$ cat config.mk
export PLATFORM = sky130hd
export DESIGN_NAME = pipe_ctrl
export DESIGN_NICKNAME = d
export VERILOG_FILES = /design/src/rtl/pipe_ctrl.sv
export SDC_FILE = /design/constraint.sdc
export NUM_CORES = 1
export LEC_CHECK = 0
export BUFFER_PORTS_ARGS = -buffer_cell sky130_fd_sc_hd__buf_2
export CAP_MARGIN = 5
export CORE_MARGIN = 2
export CORE_UTILIZATION = 43
export CTS_CLUSTER_SIZE = 12
export DETAILED_ROUTE_END_ITERATION = 7
export HOLD_SLACK_MARGIN = 0.15
export PLACE_DENSITY = 0.78
export SLEW_MARGIN = 20
export SYNTH_ARGS = -nofsm -noshare
export SYNTH_HDL_FRONTEND = slang
export SYNTH_SLANG_ARGS = --single-unit
$ cat constraint.sdc
create_clock -name clk -period 2 [get_ports clk]
set_input_delay 0.4 -clock clk [delete_from_list [all_inputs] [get_ports clk]]
set_output_delay 0.4 -clock clk [all_outputs]
set_load 0.02 [all_outputs]
$ cat src/rtl/pipe_ctrl.sv
// pipe_ctrl: stall/bubble/flush/redirect sequencing for the IF->ID->EX chain.
// Optional PIPE_CTRL_PERF_EN builds the stall and flush performance counters.
`default_nettype none

module pipe_ctrl #(
  parameter int MDIV_CYCLES = 34,
  parameter int CNT_W       = $clog2(MDIV_CYCLES)
) (
  input  logic        clk,
  input  logic        rst,
  input  logic        id_valid_i,
  input  logic [4:0]  id_src1_i,
  input  logic [4:0]  id_src2_i,
  input  logic [1:0]  id_src_use_i,
  input  logic        id_multi_i,
  input  logic        ex_valid_i,
  input  logic        ex_is_load_i,
  input  logic [4:0]  ex_dest_i,
  input  logic        mem_wait_i,
  input  logic        br_taken_i,
  input  logic [24:0] br_target_i,
  output logic        stall_if_o,
  output logic        stall_id_o,
  output logic        stall_ex_o,
  output logic        bubble_ex_o,
  output logic        flush_o,
  output logic        pc_load_o,
  output logic [24:0] pc_target_o,
  output logic        multi_busy_o,
  output logic [1:0]  state_o,
  output logic [31:0] stall_cnt_o,
  output logic [15:0] flush_cnt_o
);

  typedef enum logic [1:0] {
    S_RUN   = 2'd0,
    S_MULTI = 2'd1,
    S_MEMW  = 2'd2,
    S_REDIR = 2'd3
  } state_t;

  localparam logic [CNT_W-1:0] c_CNT_LOAD = CNT_W'(MDIV_CYCLES - 1);

  state_t            r_state, w_state_nxt, w_run_nxt;
  logic [CNT_W-1:0]  r_cnt, w_cnt_nxt, w_run_cnt;
  logic [24:0]       r_target, w_target_nxt, w_run_target;
  logic              w_luh;
  logic              w_run_stall_if, w_run_stall_id, w_run_stall_ex, w_run_bubble;
  logic              w_stall_if, w_stall_id, w_stall_ex, w_bubble;
  logic              w_flush, w_pc_load, w_busy;

  assign w_luh = ex_valid_i & ex_is_load_i & (ex_dest_i != 5'd0) & id_valid_i &
                 ((id_src_use_i[0] & (id_src1_i == ex_dest_i)) |
                  (id_src_use_i[1] & (id_src2_i == ex_dest_i)));

  // RUN decode is shared with the MEMW exit cycle.
  always_comb begin
    w_run_nxt      = S_RUN;
    w_run_cnt      = r_cnt;
    w_run_target   = r_target;
    w_run_stall_if = 1'b0;
    w_run_stall_id = 1'b0;
    w_run_stall_ex = 1'b0;
    w_run_bubble   = 1'b0;
    if (mem_wait_i) begin
      w_run_stall_if = 1'b1;
      w_run_stall_id = 1'b1;
      w_run_stall_ex = 1'b1;
      w_run_nxt      = S_MEMW;
    end else if (br_taken_i) begin
      w_run_target   = br_target_i;
      w_run_nxt      = S_REDIR;
    end else if (w_luh) begin
      w_run_stall_if = 1'b1;
      w_run_stall_id = 1'b1;
      w_run_bubble   = 1'b1;
    end else if (id_valid_i && id_multi_i) begin
      w_run_cnt      = c_CNT_LOAD;
      w_run_nxt      = S_MULTI;
    end
  end

  always_comb begin
    w_state_nxt  = r_state;
    w_cnt_nxt    = r_cnt;
    w_target_nxt = r_target;
    w_stall_if   = 1'b0;
    w_stall_id   = 1'b0;
    w_stall_ex   = 1'b0;
    w_bubble     = 1'b0;
    w_flush      = 1'b0;
    w_pc_load    = 1'b0;
    w_busy       = 1'b0;
    case (r_state)
      S_RUN: begin
        w_state_nxt  = w_run_nxt;
        w_cnt_nxt    = w_run_cnt;
        w_target_nxt = w_run_target;
        w_stall_if   = w_run_stall_if;
        w_stall_id   = w_run_stall_id;
        w_stall_ex   = w_run_stall_ex;
        w_bubble     = w_run_bubble;
      end
      S_MULTI: begin
        w_stall_if = 1'b1;
        w_stall_id = 1'b1;
        w_busy     = 1'b1;
        if (mem_wait_i) begin
          w_stall_ex = 1'b1;
        end else if (r_cnt == '0) begin
          w_state_nxt = S_RUN;
        end else begin
          w_cnt_nxt = r_cnt - 1'b1;
        end
      end
      S_MEMW: begin
        if (mem_wait_i) begin
          w_stall_if = 1'b1;
          w_stall_id = 1'b1;
          w_stall_ex = 1'b1;
        end else begin
          w_state_nxt  = w_run_nxt;
          w_cnt_nxt    = w_run_cnt;
          w_target_nxt = w_run_target;
          w_stall_if   = w_run_stall_if;
          w_stall_id   = w_run_stall_id;
          w_stall_ex   = w_run_stall_ex;
          w_bubble     = w_run_bubble;
        end
      end
      default: begin
        w_flush     = 1'b1;
        w_pc_load   = 1'b1;
        w_state_nxt = S_RUN;
      end
    endcase
  end

  always_ff @(posedge clk) begin
    if (rst) begin
      r_state  <= S_RUN;
      r_cnt    <= '0;
      r_target <= '0;
    end else begin
      r_state  <= w_state_nxt;
      r_cnt    <= w_cnt_nxt;
      r_target <= w_target_nxt;
    end
  end

  assign stall_if_o   = w_stall_if & ~rst;
  assign stall_id_o   = w_stall_id & ~rst;
  assign stall_ex_o   = w_stall_ex & ~rst;
  assign bubble_ex_o  = w_bubble   & ~rst;
  assign flush_o      = w_flush    & ~rst;
  assign pc_load_o    = w_pc_load  & ~rst;
  assign multi_busy_o = w_busy     & ~rst;
  assign pc_target_o  = rst ? 25'd0 : r_target;
  assign state_o      = rst ? 2'd0  : r_state;

`ifdef PIPE_CTRL_PERF_EN
  logic [31:0] r_stall_cnt;
  logic [15:0] r_flush_cnt;

  // Flush count steps on REDIR entry so it is visible during the redirect cycle.
  always_ff @(posedge clk) begin
    if (rst) begin
      r_stall_cnt <= '0;
      r_flush_cnt <= '0;
    end else begin
      if (w_stall_if && (r_stall_cnt != 32'hFFFF_FFFF))
        r_stall_cnt <= r_stall_cnt + 32'd1;
      if ((w_state_nxt == S_REDIR) && (r_flush_cnt != 16'hFFFF))
        r_flush_cnt <= r_flush_cnt + 16'd1;
    end
  end

  assign stall_cnt_o = rst ? 32'd0 : r_stall_cnt;
  assign flush_cnt_o = rst ? 16'd0 : r_flush_cnt;
`else
  assign stall_cnt_o = 32'd0;
  assign flush_cnt_o = 16'd0;
`endif

endmodule

`default_nettype wire

; Word level (Yosys, flattened, before mapping)
; Index checks and enable logic that the tools add are counted.
[totals]
output_inout_bits = 82
register_bits = 33
wordCells = 71
inputBits = 50
[classes]
n_reduce_logical = 11
eq_ne = 8
add_sub_neg = 1
bitwise = 13
n_mux = 35
[op_table]
columns = cell, count
row1 = two-way mux 25 bit, 4
row2 = case mux 25 bit (2 select lines), 1
row3 = two-way mux 6 bit, 7
row4 = case mux 6 bit (3 select lines), 1
row5 = two-way mux 1 bit, 12
row6 = two-way mux 2 bit, 6
row7 = bitwise AND 1 bit, 11
row8 = equality test 5 bit, 2
row9 = inequality test 2 bit (second input constant), 4
row10 = zero test 6 bit, 1
row11 = case mux 2 bit (3 select lines), 1
row12 = subtractor 6 x 1 -> 6 bit (second input constant), 1
row13 = nonzero test 5 bit, 1
row14 = case mux 1 bit (2 select lines), 2
row15 = AND reduction 4 bit, 1
row16 = case mux 1 bit (3 select lines), 1
row17 = AND reduction 3 bit, 1
row18 = nonzero test 3 bit, 1
row19 = OR reduction 3 bit, 1
row20 = equality test 2 x 1 -> 1 bit (second input constant), 1
row21 = equality test 2 bit (second input constant), 1
row22 = zero test 2 bit, 1
row23 = AND reduction 2 bit, 1
row24 = nonzero test 2 bit, 1
row25 = 4 further kinds, 4

; Depth between registers and ports, before layout
; Gate-level depths: netlist of the first run.
[logic_depth]
depth_word = 10
mapped_depth = 7
depth_no_buf = 6

; Least setup slack after synthesis of the first run
; OpenSTA, ideal clock, no wires.
[synth_timing]
path_type = input to output
from = input port ex_dest_i[1]
to = output port bubble_ex_o
slack_ns = -0.098
path_buffers = 0
required_ns = 1.600
path_stages = 5
arrival_time_ns = 1.698
path_cell_list = xnor2_1 > nand4_1 > o22ai_1 > nand3b_1 > nor4_1
[synth_between]
elab_chain_len = 10
[synth_lines]
columns = item, line_no
row1 = start: declaration, 18  ; input logic [4:0] ex_dest_i,
row2 = "equality test 5 bit, or another cell as far along", 53  ; ((id_src_use_i[0] & (id_src1_i == ex_dest_i)) |
row3 = "bitwise AND 1 bit, on equally long branches", "53, 52, 54"
row4 = OR 1 bit / bitwise AND 1 bit (equally long branches), "53, 52"
row5 = bitwise AND 1 bit *, 52  ; assign w_luh = ex_valid_i & ex_is_load_i & (ex_dest_i != 5'd0) & id_valid_i &
row6 = two-way mux 1 bit *, 73  ; end else if (w_luh) begin
row7 = two-way mux 1 bit *, 70  ; end else if (br_taken_i) begin
row8 = two-way mux 1 bit *, 65  ; if (mem_wait_i) begin
row9 = two-way mux 1 bit, 117  ; if (mem_wait_i) begin
row10 = case mux 1 bit (2 select lines) *, 94  ; case (r_state)
row11 = bitwise AND 1 bit *, 154  ; assign bubble_ex_o = w_bubble & ~rst;
row12 = end: declaration, 25  ; output logic bubble_ex_o,
; Every way passes the cells marked *; elsewhere a longest branch is shown, timed or not.

; Worst setup path after layout of the first run
[layout_timing]
from = input port ex_dest_i[1]
to = output port stall_id_o
[layout_between]
elab_chain_len = 10
[layout_lines]
columns = item, line_no
row1 = "equality test 5 bit, or another cell as far along", 53
row2 = "bitwise AND 1 bit, on equally long branches", "53, 52, 54"
row3 = OR 1 bit / bitwise AND 1 bit (equally long branches), "53, 52"
row4 = bitwise AND 1 bit *, 52
row5 = two-way mux 1 bit *, 73
row6 = two-way mux 1 bit *, 70
row7 = two-way mux 1 bit *, 65
row8 = two-way mux 1 bit, 117
row9 = case mux 1 bit (3 select lines) *, 94
row10 = bitwise AND 1 bit *, 152  ; assign stall_id_o = w_stall_id & ~rst;
row11 = end: declaration, 23  ; output logic stall_id_o,
; Marked as above.

==> results of run 1 <==
-- where the power goes --
group	total, uW	switching [uW]	internal [uW]
combinational	383	247	135
clock	642	236	406
sequential	712	22.3	690
total	1740	506	1230
-- how the worst max path moves through the flow --
stage	slack (ps)	start	endpoint
floorplan	-100	ex_dest_i[1]	bubble_ex_o
global placement	-80	ex_dest_i[1]	stall_if_o
detailed placement	-120	ex_dest_i[1]	bubble_ex_o
CTS	-100	ex_dest_i[1]	stall_id_o
global route	-130	ex_dest_i[1]	stall_id_o
finish	-100	ex_dest_i[1]	stall_id_o
-- per-layer routing --
layer  up-vias  routed length, um  part of all wire (%)
met4         0                 56                   1.2
met3         6                457                    10
met5         -                  0                     0
li1        963                  -                     -
met1       854               1880                    41
met2        95               2159                    47
-- cell type report --
type | count | area [um^2]
clock buffer | 7 | 86.33
clock inverter | 1 | 30.03
fill | 463 | 2136
inverter | 3 | 11.26
multi-input combinational | 219 | 1205
sequential | 33 | 660.6
tap | 67 | 83.83
timing repair buffer | 92 | 510.5
-- layout by cell type, fill, tap and decap left out, types with 2 or more instances in the layout --
| cell | Yosys | final |
|---|---|---|
| a211oi_2 | 2 | 2 |
| a21oi_1 | 29 | 29 |
| a31oi_1 | 2 | 2 |
| a41oi_1 | 3 | 3 |
| and2_1 | 3 | 3 |
| buf_2 | 3 | 78 |
| buf_4 | 50 | 11 |
| buf_6 | 0 | 2 |
| clkbuf_8 | 0 | 6 |
| conb_1 | 1 | 48 |
| dfxtp_1 | 33 | 33 |
| ha_1 | 2 | 2 |
| inv_1 | 3 | 3 |
| nand2_1 | 56 | 56 |
| nand3_1 | 4 | 4 |
| nand4_1 | 2 | 2 |
| nor2_1 | 6 | 6 |
| nor2b_1 | 29 | 29 |
| nor3_1 | 2 | 2 |
| o21a_1 | 3 | 3 |
| xnor2_1 | 10 | 10 |
-- state kept, by name (all words and copies together), names as in the netlist --
register / flops
r_target: 25
r_cnt: 6
r_state: 2
-- cell families (layout without fill, tap and decap cells) --
family	after synthesis	in the layout
other	1	48
AOI/OAI and AO/OA	52	52
and+or+nand+nor	107	107
xor gates and xnor gates	10	10
DFF	33	33
buffers and inverters	66	103
adders and majority gates	2	2
-- timing repair --
item / 4_1_cts / 5_1_grt
pin swaps: 0 / 0
gates resized for setup: 10 / 2
setup endpoints to repair: 3 / 3
setup buffers: 1 / 0
-- stage by stage --
step	TNS, ps	area, um^2
2_1_floorplan	-175.7	2288
3_3_place_gp	-208.9	2420
3_5_place_dp	-329.4	2420
4_1_cts	-248.6	2579
5_1_grt	-346.2	2587
6_report	-230.3	2587
-- worst max-delay path: cells and delay by family --
kind	cells	cell delay [ps]
buffers and inverters	2	270
AOI/OAI and AO/OA	2	350
and+or+nand+nor	2	680
==> impl_metrics.toml, run 1 <==
[global_routing]
grt_max_degree = 30
grt_pass1_vias = 1600
top_usage_layer = "met2"
antenna_found_initial = 0
grt_use_total_pct = 15.84
grt_pass1_wl_mm = 6.741
grt_util_met1_pct = 18.52
met3_usage_pct = 5.556
met2_usage_pct = 27.28
grt-ovfl-total = 0

[timing]
period_share_pct = 104.8
slew_viol_final = 0
holdWs_ps = 345.1
finClkSkew_ps = 5.812
fin_ws_ps = -95.42
final-hold-violation-count = 0
max_freq_ghz = 0.4772
min_period_ps = 2095
finalSetupViolCount = 3
rsz0062_at_grt = "true"

[drt]
drtPass1Iterations = 4
wl_mm = 4.553
drcViolationCount = 0
wire_per_inst_um = 10.79
viasPerCell = 4.545
postRouteAntennaNets = 0
drtIter0Drc = 76
vias = 1918

[setup_path]
reg2reg_slack_ps = 250
worstPathArrival_ps = 1700
r2r-end = "r_cnt[1]$_SDFFE_PP0P_"
path_cells = "buf_8, or4_4, o2111a_1, nand3b_1, a21boi_2, buf_4"
critPathRequiredTime_ps = 1600
r2r_start = "r_cnt[0]$_SDFFE_PP0P_"
critical_path.max_stage_delay_ps = 530
cp_slowest_cell = "or4_4"
worstSetupPathType = "in2out"
worstSetupStartpointType = "primary input"
worst-r2r-cell-count = 5
critPathCaptureType = "primary output"
path_max_fanout = 3

[clock_network]
clk_pin_slew_ps = 70
cts-hold-fix-buffers = 0
htree_levels = 2
clk_latency_ps = 280
clockBufferDepth = 2
numCtsBuffers = 5
cts_tree = "done"
clock-root-buffer = "clkbuf_8"
clkSinkCount = 33

[job]
maxCapViolations = 0

[die]
die-height_um = 74.09
pin_count = 132
die-area_um2 = 5489
rows = 25
fp.dieW_um = 74.09
core_area_um2 = 4723
initial_utilization_pct = 44.72

[worst_hold_path]
hold_path.class = "in2reg"
whs_path_depth = 3
min-delay-start = "br_target_i[24]"
min_to = "r_target[24]$_SDFFE_PP0P_"

[placed_design]
place_congestion = 0.7912
port_buffers = 83
place_hpwl_mm = 3.408
place_ws_ps = -118.2
dp_cells = 413

[logic_synthesis]
synth_top_area_share_pct = 31.28
synthArstFlopShare_pct = 0
synth-edff-count = 0
synth_simple_gate_area_share_pct = 24.88
synth-xor-area-share_pct = 4.147
synth_top_family_by_area = "simple AND/OR/NAND/NOR gates"
synth_mux_area_share_pct = 0
ys_types = 38
synth_ff_type = "dfxtp_1"
netlist_instances = 271
synth-seq-area-share_pct = 31.28
synth_area_leaders = "dfxtp_1 (31%), buf_4 (18%), nand2_1 (10%)"
avgSynthCellArea_um2 = 7.793
synth_most_common_cell = "nand2_1"
ys_warn_count = 0
ys_seq_elements = 33
synth_common_cells = "nand2_1 (56), buf_4 (50), dfxtp_1 (33)"
synth_compound_area_share_pct = 17.54
synth-adder-area-share_pct = 1.185
yosysTopAreaCell = "dfxtp_1"
syn_area_um2 = 2112

[power_and_ir_drop]
ir_drop_mv = 0.5346
powerDensity_nw_per_um2 = 671.5
finalPower_uw = 1737
p_leak_uw = 0.001215

[status]
violations = "setup timing"
status = "finished with violations"

[cells_and_area]
syn2layout_area_growth_pct = 22.51
n_antenna_cell = 0
finalNonFillerCells = 422
nNetsFinal = 406
drive_gt1_share_pct = 31.27
final_util_pct = 54.78
No activity file was read; power rests on OpenSTA's default activity.
==> run 2, diff against run 1 <==
==> config.mk (replaced) <==
export PLATFORM = sky130hd
export DESIGN_NAME = pipe_ctrl
export DESIGN_NICKNAME = d
export VERILOG_FILES = /design/src/rtl/pipe_ctrl.sv
export SDC_FILE = /design/constraint.sdc
export NUM_CORES = 1
export LEC_CHECK = 0
export CAP_MARGIN = 5
export CORE_MARGIN = 2
export CORE_UTILIZATION = 50
export CTS_CLUSTER_SIZE = 12
export DETAILED_ROUTE_END_ITERATION = 7
export DONT_BUFFER_PORTS = 1
export HOLD_SLACK_MARGIN = 0.15
export PLACE_DENSITY = 0.62
export RECOVER_POWER = 100
export SLEW_MARGIN = 20
export SYNTH_ARGS = -nofsm -noshare
export SYNTH_HDL_FRONTEND = slang
export SYNTH_SLANG_ARGS = --single-unit
==> run 2 against run 1 <==
  * The run now ends clean
  * First-iteration DRC count shrank 26%
  * Hold slack lost 170 ps
  * Non-clock buffer count shrank 82
  * Combinational power shrank 28%
  * Critical path type unchanged
  * Critical endpoint unchanged
  * Largest cell class unchanged
==> impl_metrics.toml, run 2 (synthesized netlist as in run 1, its figures left out) <==
[status]
status = "complete, no violations"

[placed_design]
place_congestion = 0.7481
place_hpwl_mm = 3.041
port_buffers = 0
dp_cells = 315
place_ws_ps = 36.23

[worst_hold_path]
whs_path_depth = 1
hold_path.class = "in2reg"

[power_and_ir_drop]
p_leak_uw = 0.0008330
powerDensity_nw_per_um2 = 783.2
power_frac_clock_pct = 39.7
seqPwrFrac_pct = 43.5
power_frac_comb_pct = 16.7
ir_drop_mv = 0.5032
intPower_uw = 1177
p_sw_uw = 462.8
sw_frac_of_total_pct = 28.23

[drt]
drtIter0Drc = 56
vias = 1609
drtPass1Iterations = 4
drcViolationCount = 0
viasPerCell = 4.981
wire_per_inst_um = 12.97
wl_mm = 4.190
postRouteAntennaNets = 0

[cells_and_area]
largest_reg_flops = 25
top_register = "r_target"
layout_common_cells = "nand2_1 (56), conb_1 (48), dfxtp_1 (33)"
top_regs = "r_target: 25 flops, r_cnt: 6 flops, r_state: 2 flops"
multiInputGateArea_um2 = 1177
nFillCells = 402
final_common_cell = "nand2_1"
seq_area_um2 = 660.6
nNetsFinal = 324
syn2layout_area_growth_pct = -0.8885
n_antenna_cell = 0
drive_gt1_share_pct = 8.791
finalNonFillerCells = 323

[setup_path]
worst-r2r-cell-count = 5
path_max_fanout = 3
critPathCaptureType = "primary output"
worstPathArrival_ps = 1550
worstSetupStartpointType = "primary input"
worstSetupPathType = "in2out"
critPathRequiredTime_ps = 1600

[global_routing]
grt_pass1_wl_mm = 5.968
grt-ovfl-total = 0
antenna_found_initial = 0
grt_pass1_vias = 1395
grt_max_degree = 63
grt_use_total_pct = 17.03

[timing]
slew_headroom_pct = 64.06
rsz0062_at_grt = "false"
min_period_ps = 1954
final-hold-violation-count = 0
finClkSkew_ps = 3.638
period_share_pct = 97.71
fin_ws_ps = 45.78
max_freq_ghz = 0.5117
slew_viol_final = 0
tightestPinTransition_ps = 539.1
finalSetupViolCount = 0

[die]
fp.dieW_um = 68.99
rows = 23
pin_count = 132
core_area_um2 = 4029
die-area_um2 = 4760
die-height_um = 68.99
initial_utilization_pct = 52.42

[clock_network]
clock-root-buffer = "clkbuf_8"
numCtsBuffers = 5
clockBufferDepth = 2
clk_pin_slew_ps = 70
htree_levels = 2
cts-hold-fix-buffers = 0
clk_latency_ps = 290
cts_tree = "done"
cts_resized = 0
post_cts_buffers = 0
clkSinkCount = 33

[job]
maxCapViolations = 0
-- run 2: cell types whose count changed in the layout (fill, tap and decap cells not counted), moves of 2 or more --
cell      change
buf_2        -77
buf_4         -5
clkbuf_2      +3
a211oi_1      +2
a211oi_2      -2
and2_0        +2
and2_1        -2
buf_6         -2
-- run 2: worst max-delay path, stage by stage --
cell and delay [ps]:
or4_4 530, o2111a_1 270, nand3b_1 110, a21boi_1 70, buf_4 180
-- run 2: path summary, 6_finish.rpt --
| kind | endpoint | slack, ps | start |
|---|---|---|---|
| worst max register to register | r_cnt[1]$_SDFFE_PP0P_ | 260 | r_cnt[0]$_SDFFE_PP0P_ |
| worst min-delay path | r_target[9]$_SDFFE_PP0P_ | 170 | rst |
| worst max-delay path | stall_id_o | 50 | ex_dest_i[1] |
| worst min register to register | r_target[20]$_SDFFE_PP0P_ | 440 | r_target[20]$_SDFFE_PP0P_ |
-- run 2: layout make-up --
type | instances | area share, %
Clock inverter | 1 | 1.435
Inverter | 3 | 0.5380
Clock buffer | 7 | 4.124
Sequential cell | 33 | 31.56
Timing Repair Buffer | 10 | 3.108
Tap cell | 50 | 2.989
Multi-Input combinational cell | 219 | 56.25
-- run 2: routing by layer --
metal  vias to the layer above  share of wire, %  track usage (%)
met2                        88                46            29.09
met1                       716                42            19.98
met4                         0              0.95            4.412
met3                         7                11            6.494
met5                         -                 0                0
li1                        798                 -                -
-- run 2: power groups by stage --
| stage | clock network, uW | registers [uW] | logic (uW) |
|---|---|---|---|
| 6_report | 652 | 714 | 274 |
| 3_3_place_gp | 0 | 727 | 277 |
| 4_1_cts | 664 | 714 | 279 |
| 3_5_place_dp | 0 | 728 | 278 |
| 5_1_grt | 695 | 718 | 309 |
| 2_1_floorplan | 0 | 718 | 337 |
-- run 2: stage by stage --
| step | hold WS (ps) | area, um^2 | util (%) | power [uW] | setup TNS, ps |
|---|---|---|---|---|---|
| 2_1_floorplan | 431.8 | 2288 | - | 1055 | -175.7 |
| 3_3_place_gp | 431.0 | 2011 | 49.91 | 1004 | 0 |
| 3_5_place_dp | 435.7 | 2011 | 49.91 | 1007 | 0 |
| 4_1_cts | 167.6 | 2127 | 52.80 | 1656 | 0 |
| 5_1_grt | 159.7 | 2093 | 51.96 | 1722 | 0 |
| 6_report | 173.9 | 2093 | 51.96 | 1639 | 0 |
==> run 3, diff against run 2 <==
--- a/config.mk
+++ b/config.mk
@@ -6,13 +6,16 @@
 export NUM_CORES = 1
 export LEC_CHECK = 0
 export CAP_MARGIN = 5
+export CELL_PAD_IN_SITES_DETAIL_PLACEMENT = 1
+export CELL_PAD_IN_SITES_GLOBAL_PLACEMENT = 2
 export CORE_MARGIN = 2
-export CORE_UTILIZATION = 50
+export CORE_UTILIZATION = 32
+export CTS_BUF_LIST = sky130_fd_sc_hd__clkbuf_4 sky130_fd_sc_hd__clkbuf_8 sky130_fd_sc_hd__clkbuf_16
 export CTS_CLUSTER_SIZE = 12
 export DETAILED_ROUTE_END_ITERATION = 7
 export DONT_BUFFER_PORTS = 1
 export HOLD_SLACK_MARGIN = 0.15
-export PLACE_DENSITY = 0.62
+export PLACE_DENSITY = 0.75
 export RECOVER_POWER = 100
 export SLEW_MARGIN = 20
 export SYNTH_ARGS = -nofsm -noshare
==> run 3 against run 2 <==
  * Combinational power grew 2%
  * Routed wire length is 15% higher
  * Non-clock buffer count is 2 higher
  * Global-route usage is 4.2 points lower
  * Register-to-register slack worse by 40 ps
  * Largest power group unchanged
  * Total power is 7.7% lower
  * First-iteration DRC count fell by 3.6%
  * Setup slack lost 16 ps
  * Sequential share of layout area fell by 0.34 points
==> impl_metrics.toml, run 3 (synthesized netlist as in run 1, its figures left out) <==
[status]
status = "complete, no violations"

[setup_path]
worst-r2r-cell-count = 5
crit_cells = 5
path_max_fanout = 3
critPathTopFamily = "simple AND/OR/NAND/NOR gates"
worstPathArrival_ps = 1570
critPathCaptureType = "primary output"
cp_slowest_cell = "or4_4"
critical_path.max_stage_delay_ps = 530
critPathRequiredTime_ps = 1600
crit_buf_inv = 1
worstSetupPathType = "in2out"
worstSetupStartpointType = "primary input"
path_cells = "or4_4, o2111a_1, nand3b_1, a21boi_1, buf_4"

[die]
die-height_um = 85.24
die-area_um2 = 7266
pin_count = 132
core_area_um2 = 6350
initial_utilization_pct = 33.26
rows = 29
fp.dieW_um = 85.24

[global_routing]
grt_pass1_vias = 1538
antenna_found_initial = 0
grt_use_total_pct = 12.83
grt_pass1_wl_mm = 7.527
grt_max_degree = 63
grt-ovfl-total = 0

[cells_and_area]
layout_common_cells = "nand2_1 (56), conb_1 (48), dfxtp_1 (33)"
top_regs = "r_target: 25 flops, r_cnt: 6 flops, r_state: 2 flops"
drive_gt1_share_pct = 9.124
top_register = "r_target"
nNetsFinal = 326
n_antenna_cell = 0
syn2layout_area_growth_pct = 0.1777
final_util_pct = 33.32
final_common_cell = "nand2_1"
largest_reg_flops = 25

[worst_hold_path]
hold_path.class = "in2reg"
whs_path_depth = 1

[timing]
period_share_pct = 98.52
max_freq_ghz = 0.5075
finClkSkew_ps = 2.022
slew_viol_final = 0
rsz0062_at_grt = "true"
min_period_ps = 1970
finalSetupViolCount = 0
final-hold-violation-count = 0
tns_ps = 0
holdWs_ps = 184.9

[clock_network]
clk_pin_slew_ps = 70
htree_levels = 2
numCtsBuffers = 5
cts_resized = 0
clock-root-buffer = "clkbuf_8"
clk_latency_ps = 280
clkSinkCount = 33
clockBufferDepth = 2
cts-hold-fix-buffers = 0
cts_tree = "done"

[power_and_ir_drop]
powerDensity_nw_per_um2 = 715.5
p_leak_uw = 0.0008268
finalPower_uw = 1514
ir_drop_mv = 0.2693

[drt]
wl_mm = 4.822
drtIter0Drc = 54
viasPerCell = 4.641
vias = 1629
wire_per_inst_um = 13.74
postRouteAntennaNets = 0
drtPass1Iterations = 4
drcViolationCount = 0

[job]
maxCapViolations = 0

[placed_design]
port_buffers = 0
place_hpwl_mm = 3.553
place_congestion = 0.7108
run 3: cell types whose count changed in the layout (fill, tap and decap cells not counted):
cell       before  now
clkbuf_2        3    2
and2_0          2    3
clkbuf_4        0    1
bufinv_16       1    0
and2_1          1    0
a2111oi_1       0    1
buf_4           6    8
a2111oi_0       1    0
run 3: final timing paths:
path / startpoint / end / slack, ps
setup / recovery: ex_dest_i[1] / stall_id_o / 30
hold / removal: rst / r_target[22]$_SDFFE_PP0P_ / 180
setup reg to reg: r_state[0]$_SDFFE_PP0P_ / r_target[20]$_SDFFE_PP0P_ / 220
hold reg to reg: r_target[10]$_SDFFE_PP0P_ / r_target[10]$_SDFFE_PP0P_ / 450
run 3: power breakdown:
| group | switching [uW] | leakage, uW | total, uW | internal (uW) |
|---|---|---|---|---|
| Clock | 235 | 0.0000477 | 522 | 287 |
| Sequential | 23.6 | 0.000269 | 713 | 690 |
| Combinational | 197 | 0.000510 | 279 | 81.4 |
run 3: metal layers:
metal	vias to the layer above	GRT usage, %	routed length (um)
li1	797	-	-
met1	739	15.61	2021
met2	88	21.59	2303
met3	5	3.794	435
met4	0	4.329	62
met5	-	0	0
run 3: what timing repair did:
action / 4_1_cts / 5_1_grt
hold endpoints to repair: 0 / 0
endpoints found under the setup margin: 0 / 3
buffers inserted: 0 / 2
run 3: area by class of cell:
class	instances	area (um^2)
Fill cell	810	4234
Multi-Input combinational cell	219	1179
Sequential cell	33	660.6
Tap cell	77	96.34
Clock buffer	7	90.09
Timing Repair Buffer	12	78.83
Inverter	3	11.26
run 3: per-stage QoR:
stage          std cells  cell area, um^2  setup slack, ps
2_1_floorplan        318             2288           -97.82
3_3_place_gp         342             2057            53.56
3_5_place_dp         342             2057            35.17
4_1_cts              349             2147            33.19
5_1_grt              351             2116           -69.44
6_report             351             2116            29.59
